==> config.mk <==
export PLATFORM = sky130hd
export DESIGN_NAME = ex_mem_pipeline_register
export DESIGN_NICKNAME = d
export VERILOG_FILES = /design/src/rtl/ex_mem_pipeline_register.sv
export SDC_FILE = /design/constraint.sdc
export NUM_CORES = 1
export LEC_CHECK = 0
export ABC_AREA = 1
export BUFFER_PORTS_ARGS = -buffer_cell sky130_fd_sc_hd__buf_2
export CELL_PAD_IN_SITES_DETAIL_PLACEMENT = 0
export CELL_PAD_IN_SITES_GLOBAL_PLACEMENT = 1
export CORE_MARGIN = 2
export CORE_UTILIZATION = 34
export CTS_CLUSTER_DIAMETER = 30
export DETAILED_ROUTE_END_ITERATION = 8
export PLACE_DENSITY = 0.81
export SLEW_MARGIN = 0
export SYNTH_ARGS = -nofsm -noshare
export SYNTH_HDL_FRONTEND = slang
export SYNTH_SLANG_ARGS = --single-unit
==> constraint.sdc <==
create_clock -name clk -period 1.93 [get_ports clk]
set_input_delay 0.4825 -clock clk [delete_from_list [all_inputs] [get_ports clk]]
set_output_delay 0.4825 -clock clk [all_outputs]
set_load 0.01 [all_outputs]
==> src/rtl/ex_mem_pipeline_register.sv <==
`default_nettype none
// ============================================================================
// Module  : ex_mem_pipeline_register
// Brief   : EX/MEM pipeline register of the 16-bit MIPS with stall, flush,
//           registered branch resolution and a saturating taken-branch count.
// Revision: 1.0 - initial release
// ============================================================================
module ex_mem_pipeline_register #(
    parameter int DATA_W = 16,
    parameter int REG_W  = 3,
    parameter int CNT_W  = 16
) (
    input  logic              clk,
    input  logic              rst_n,
    input  logic              stall,
    input  logic              flush,
    input  logic              valid_in,
    input  logic [DATA_W-1:0] alu_result_in,
    input  logic [DATA_W-1:0] branch_target_in,
    input  logic              zero_in,
    input  logic [REG_W-1:0]  write_reg_in,
    input  logic [DATA_W-1:0] store_data_in,
    input  logic              RegWrite_in,
    input  logic              MemtoReg_in,
    input  logic              MemRead_in,
    input  logic              MemWrite_in,
    input  logic              Branch_in,
    input  logic              cnt_clear,
    output logic              valid_out,
    output logic [DATA_W-1:0] alu_result_out,
    output logic [DATA_W-1:0] branch_target_out,
    output logic [DATA_W-1:0] store_data_out,
    output logic              zero_out,
    output logic [REG_W-1:0]  write_reg_out,
    output logic              RegWrite_out,
    output logic              MemtoReg_out,
    output logic              MemRead_out,
    output logic              MemWrite_out,
    output logic              PCSrc,
    output logic [CNT_W-1:0]  branch_taken_cnt
);

    localparam logic [CNT_W-1:0] c_cnt_max = '1;

    logic              r_valid;
    logic [DATA_W-1:0] r_alu_result;
    logic [DATA_W-1:0] r_branch_target;
    logic [DATA_W-1:0] r_store_data;
    logic              r_zero;
    logic [REG_W-1:0]  r_write_reg;
    logic              r_reg_write;
    logic              r_mem_to_reg;
    logic              r_mem_read;
    logic              r_mem_write;
    logic              r_branch;
    logic [CNT_W-1:0]  r_taken_cnt;

    logic              w_capture;
    logic              w_taken_in;

    assign w_capture  = !flush && !stall;
    assign w_taken_in = valid_in && Branch_in && zero_in;

    // Flush inserts an all-zero bubble; stall simply leaves every register alone.
    always_ff @(posedge clk or negedge rst_n) begin
        if (!rst_n) begin
            r_valid         <= 1'b0;
            r_alu_result    <= '0;
            r_branch_target <= '0;
            r_store_data    <= '0;
            r_zero          <= 1'b0;
            r_write_reg     <= '0;
            r_reg_write     <= 1'b0;
            r_mem_to_reg    <= 1'b0;
            r_mem_read      <= 1'b0;
            r_mem_write     <= 1'b0;
            r_branch        <= 1'b0;
        end else if (flush) begin
            r_valid         <= 1'b0;
            r_alu_result    <= '0;
            r_branch_target <= '0;
            r_store_data    <= '0;
            r_zero          <= 1'b0;
            r_write_reg     <= '0;
            r_reg_write     <= 1'b0;
            r_mem_to_reg    <= 1'b0;
            r_mem_read      <= 1'b0;
            r_mem_write     <= 1'b0;
            r_branch        <= 1'b0;
        end else if (!stall) begin
            r_valid         <= valid_in;
            r_alu_result    <= alu_result_in;
            r_branch_target <= branch_target_in;
            r_store_data    <= store_data_in;
            r_zero          <= zero_in;
            r_write_reg     <= write_reg_in;
            r_reg_write     <= RegWrite_in;
            r_mem_to_reg    <= MemtoReg_in;
            r_mem_read      <= MemRead_in;
            r_mem_write     <= MemWrite_in;
            r_branch        <= Branch_in;
        end
    end

    // Counts only on the capturing edge so a held instruction is counted once.
    always_ff @(posedge clk or negedge rst_n) begin
        if (!rst_n) begin
            r_taken_cnt <= '0;
        end else if (cnt_clear) begin
            r_taken_cnt <= '0;
        end else if (w_capture && w_taken_in && (r_taken_cnt != c_cnt_max)) begin
            r_taken_cnt <= r_taken_cnt + 1'b1;
        end
    end

    assign valid_out         = r_valid;
    assign alu_result_out    = r_alu_result;
    assign branch_target_out = r_branch_target;
    assign store_data_out    = r_store_data;
    assign zero_out          = r_zero;
    assign write_reg_out     = r_write_reg;
    assign RegWrite_out      = r_reg_write  & r_valid;
    assign MemtoReg_out      = r_mem_to_reg & r_valid;
    assign MemRead_out       = r_mem_read   & r_valid;
    assign MemWrite_out      = r_mem_write  & r_valid;
    assign PCSrc             = r_branch & r_zero & r_valid;
    assign branch_taken_cnt  = r_taken_cnt;

endmodule
`default_nettype wire
* Word-level counts from Yosys, hierarchy flattened *
Cells that the tools add are included.

word-level totals
  flip-flop bits (word level) = 74
  input bits = 63
  output and inout bits = 74
  word-level logic and storage cells = 53

operators by class
  add/sub/neg operators = 1
  equality and inequality tests = 2
  muxes and demuxes = 24
  bitwise gates (word level) = 6
  reductions and logical operators = 8

operators by type and width
  kind                                                                      count
  16-bit two-way mux                                                        8
  16-bit by 1-bit adder with 16-bit output (second input constant)          1
  16-bit inequality test (second input constant)                            1
  1-bit two-way mux                                                         14
  1-bit AND                                                                 6
  3-bit two-way mux                                                         2
  1-bit logical AND                                                         5
  1-bit logical NOT                                                         2
  2-bit by 1-bit inequality test with 1-bit output (second input constant)  1
  2-bit nonzero test                                                        1

* Logic depth before layout (Yosys ltp) *
  word-level depth = 6
  mapped depth = 10
  mapped depth without buffers = 9

* Worst setup path after synthesis *
OpenSTA, ideal clock, no wires.

  path type = flip-flop to flip-flop
  start point = register r_taken_cnt[0] (netlist: branch_taken_cnt[0])
  end point = register r_taken_cnt[2] (netlist: branch_taken_cnt[2])
  library setup time = 0.121 ns
  arrival time = 1.519 ns
  required time = 1.809 ns
  path slack = 0.289 ns
  cell stages (with the launch flop) = 11
  path buffers = 1
  clock period less this slack = 1.641 ns
  cell sequence = dfrtp_1 -> ha_1 -> nand2_1 -> nor2_2 -> nand2_2 -> nor2_4 -> o21ai_2 -> clkinv_2 -> buf_6 -> nand2_1 -> nand2_1

between the ends
  word-level cells in the longest chain between the ends = 3
  elaborated cells between the ends (all ways) = 6
  those cells by class = add/sub: 1; eq/ne: 1; mux: 2; reduce/logical: 2

ends and longest elaborated chain
  element                                                                             line      text
  from (decl)                                                                         56        logic [CNT_W-1:0] r_taken_cnt;
  from (signal assigned)                                                              112       r_taken_cnt <= r_taken_cnt + 1'b1;
  16-bit by 1-bit adder with 16-bit output or 16-bit inequality test (tied branches)  112, 111
  16-bit two-way mux or 1-bit logical AND (tied branches)                             111       end else if (w_capture && w_taken_in && (r_taken_cnt != c_cnt_max)) begin
  16-bit two-way mux or 2-bit nonzero test (tied branches)                            -

Several ways; a longest one is shown, not always the timed one. The select of a mux whose other input is x is not followed.
A chain may end at the register's enable or synchronous reset.

* Worst setup path in the final report *
  start point = register r_taken_cnt[1] (netlist: branch_taken_cnt[1])
  end point = register r_taken_cnt[2] (netlist: branch_taken_cnt[2])

The elaborated chain is that of the path after synthesis.

==> flow_summary_export.csv <==
group,metric,value,unit
timing,tns,0,ns
timing,rsz_0062_raised_after_global_routing,"false",
synth,yosysUniqueCellTypes,22,
clock_network,worst_setup_hold_path_clk_slew,0.08,ns
worst_setup_path,critPathMaxFanout,12,
worst_setup_path,r2r_start,"branch_taken_cnt[1]$_DFFE_PN0P_",
synth,synthFlopType,"dfrtp_1",
synth,yosys_register_bits,74,
worst_setup_path,setup.worst_path.start_class,"flip-flop",
synth,synth_fp_nets,474,
synth,synth_top_cells_by_area,"dfrtp_1 (56%), nand2_1 (20%), nand3_1 (11%)",
die,start_util,34.5,%
worst_setup_path,worstPathCellList,"ha_1 -> nand2_1 -> nor2_2 -> nand2_2 -> nor2_4 -> nor2_2 -> o211ai_1 -> nand2_1",
synth,netlist_area,3310,um^2
clock_network,cts_tree,"yes",
pwr,power_per_cell_area,767,nW/um^2
clock_network,cts_buffer_depth,2,
timing,drv_slew,0,
clock_network,postCtsHoldBufs,0,
timing,finClkSkew,0.00519,ns
global_routing,antenna_violations_before_repair,0,
pwr,power.static_leakage,2.57,nW
pwr,total_power,3.37,mW
timing,setup_viol,0,
synth,synthTopCellsByCount,"nand2_1 (175), dfrtp_1 (74), nand3_1 (71), inv_1 (19), nor2_1 (16)",
worst_hold_path,min-delay-path-class,"in -> async",
detailed_routing,wirelength,9030,um
detailed_routing,post_drt_via_cell_ratio,4.66,
synth,netlist.area_leader.share,56.0,%
die,die-height,103,um
global_routing,globalRouteOverflowTotal,0,
synth,postSynth.asyncResetShare,100,%
worst_setup_path,worst-endpoint-required,2.21,ns
timing,hold_viol_final,0,
clock_network,cts.sink_count,74,
clock_network,cts_setup_buffers,0,
die,core_area,9590,um^2
worst_setup_path,crit_arrival,2.02,ns
timing,setup_ws,0.190,ns
detailed_routing,num_vias,3185,
synth,synth.largest_area_cell,"dfrtp_1",
cells_and_area,finalCoreUtilization,45.8,%
detailed_routing,drtPass1Iterations,4,
cells_and_area,final_layout_size_suffix_gt1_share,30.5,%
place,gp_congestion,0.890,
clock_network,htree_levels,3,
timing,worst-slew-pin-transition,0.609,ns
clock_network,cts-resized-gates,1,
clock_network,cts.root.buffer_cell,"clkbuf_8",
die,area_enclosed_by_the_die_boundary,10500,um^2
die,num_rows,36,
detailed_routing,drt-initial-drc-count,120,
pwr,vdd_ir_drop_max,0.374,mV
global_routing,grt.total_usage,17.0,%
cells_and_area,nNetsFinal,609,
place,post-dp-hpwl,6110,um
worst_setup_path,critical_path.endpoint_type,"flip-flop",
clock_network,clk_latency,0.34,ns
worst_setup_path,startpoint,"branch_taken_cnt[1]$_DFFE_PN0P_",
synth,synth.yosys.seq_area_share,56.0,%
die,dieWidth,103,um
run,max_cap_viol_count,0,
die,io_pins,137,
synth,synth_enable_flop_cells,0,
synth,syn_area_per_cell,8.07,um^2
timing,period_minus_slack,1.74,ns
worst_setup_path,critical_path.slowest_cell,"dfrtp_1",
timing,maxSlewHeadroom,59.4,%
global_routing,global_route_wire_length_before_repair,13900,um
clock_network,cts-buffers-inserted,9,
place,placement.io_buffers,136,
synth,netlist_instances,410,
detailed_routing,ant_nets,0,
synth,synth_warnings,0,
global_routing,grt_max_degree,75,
worst_setup_path,highest_cell_delay_on_the_worst_timing_path,0.43,ns
timing,post-route-period-util,90.2,%
global_routing,number_of_global_route_vias_before_repair,2866,
cells_and_area,area_delta_synth_final,32.9,%
timing,max_freq,575,MHz
cells_and_area,antennaDiodeCount,0,
synth,synthMostInstantiatedCell,"nand2_1",
detailed_routing,route.detailed.wl_per_inst,13.2,um
detailed_routing,remaining_drc_errors,0,
worst_setup_path,worst-setup-path-type,"reg -> reg",
place,placement.setup.worst_slack,-0.0359,ns
status,status,"complete, no violations",
[area by class of cell]
cell class | count | area [um^2]
Fill cell | 951 | 5200
Clock inverter | 4 | 73.8
Clock buffer | 12 | 155
Timing Repair Buffer | 145 | 773
Inverter | 20 | 76.3
Sequential cell | 74 | 1850
Multi-Input combinational cell | 295 | 1300
Tap cell | 133 | 166
[metrics by stage]
stage,cells,hold WS [ns],area (um^2)
6_report,683,0.122,4400
5_1_grt,683,0.181,4400
4_1_cts,683,0.174,4400
3_5_place_dp,667,0.489,4170
3_3_place_gp,667,0.487,4170
2_1_floorplan,410,0.187,3310
[logic make-up (layout without fill, tap and decap cells)]
logic type	after synthesis	after routing	share of synthesized area [%]
AOI/OAI and AO/OA	12	12	2.16
xor gates and xnor gates	3	3	0.794
adders and majority gates	1	1	0.378
buffers and inverters	41	181	4.95
DFF	74	74	56.0
and+or+nand+nor	279	279	35.7
[layer usage]
metal,up-vias,wire (um),track usage (%)
met3,14,647,5.08
met2,105,4160,26.9
met4,0,122,4.82
met5,-,0,0
li1,1581,-,-
met1,1485,4100,22.8
[worst paths after layout]
path                                                           to  cells after the start  slack (ns)
min in group clk                   alu_result_out[15]$_DFFE_PN0P_                      3        0.32
worst max-delay path              branch_taken_cnt[2]$_DFFE_PN0P_                      8        0.19
worst max register to register    branch_taken_cnt[2]$_DFFE_PN0P_                      8        0.19
max in group asynchronous       branch_target_out[13]$_DFFE_PN0P_                      2        1.43
worst min register to register      store_data_out[7]$_DFFE_PN0P_                      2        0.51
worst min-delay path                alu_result_out[4]$_DFFE_PN0P_                      2        0.12
[power by group]
part           leakage [nW]  switching, mW  internal [mW]  total (mW)
sequential            0.995         0.0369           1.62        1.65
clock                 0.117          0.565          0.800        1.36
combinational          1.45          0.220          0.134       0.354
total                  2.57          0.821           2.55        3.37
[critical path, delay by kind of cell, from the launching register on]
kind	cells	cell delay, ns
adders and majority gates	1	0.24
and+or+nand+nor	6	0.85
AOI/OAI and AO/OA	1	0.16
DFF	1	0.43
[cells in the final DEF, fill, tap and decap left out, drive strengths merged]
cell type    n
bufinv       2
nor3         1
dfrtp       74
nand3       71
nand4       11
ha           1
xor2         3
inv         19
o21ai        6
nand2      176
buf        145
a21oi        3
o21bai       2
o211ai       1
clkbuf      12
clkinv       3
nor2        20
(Power assumes the default switching activity.)
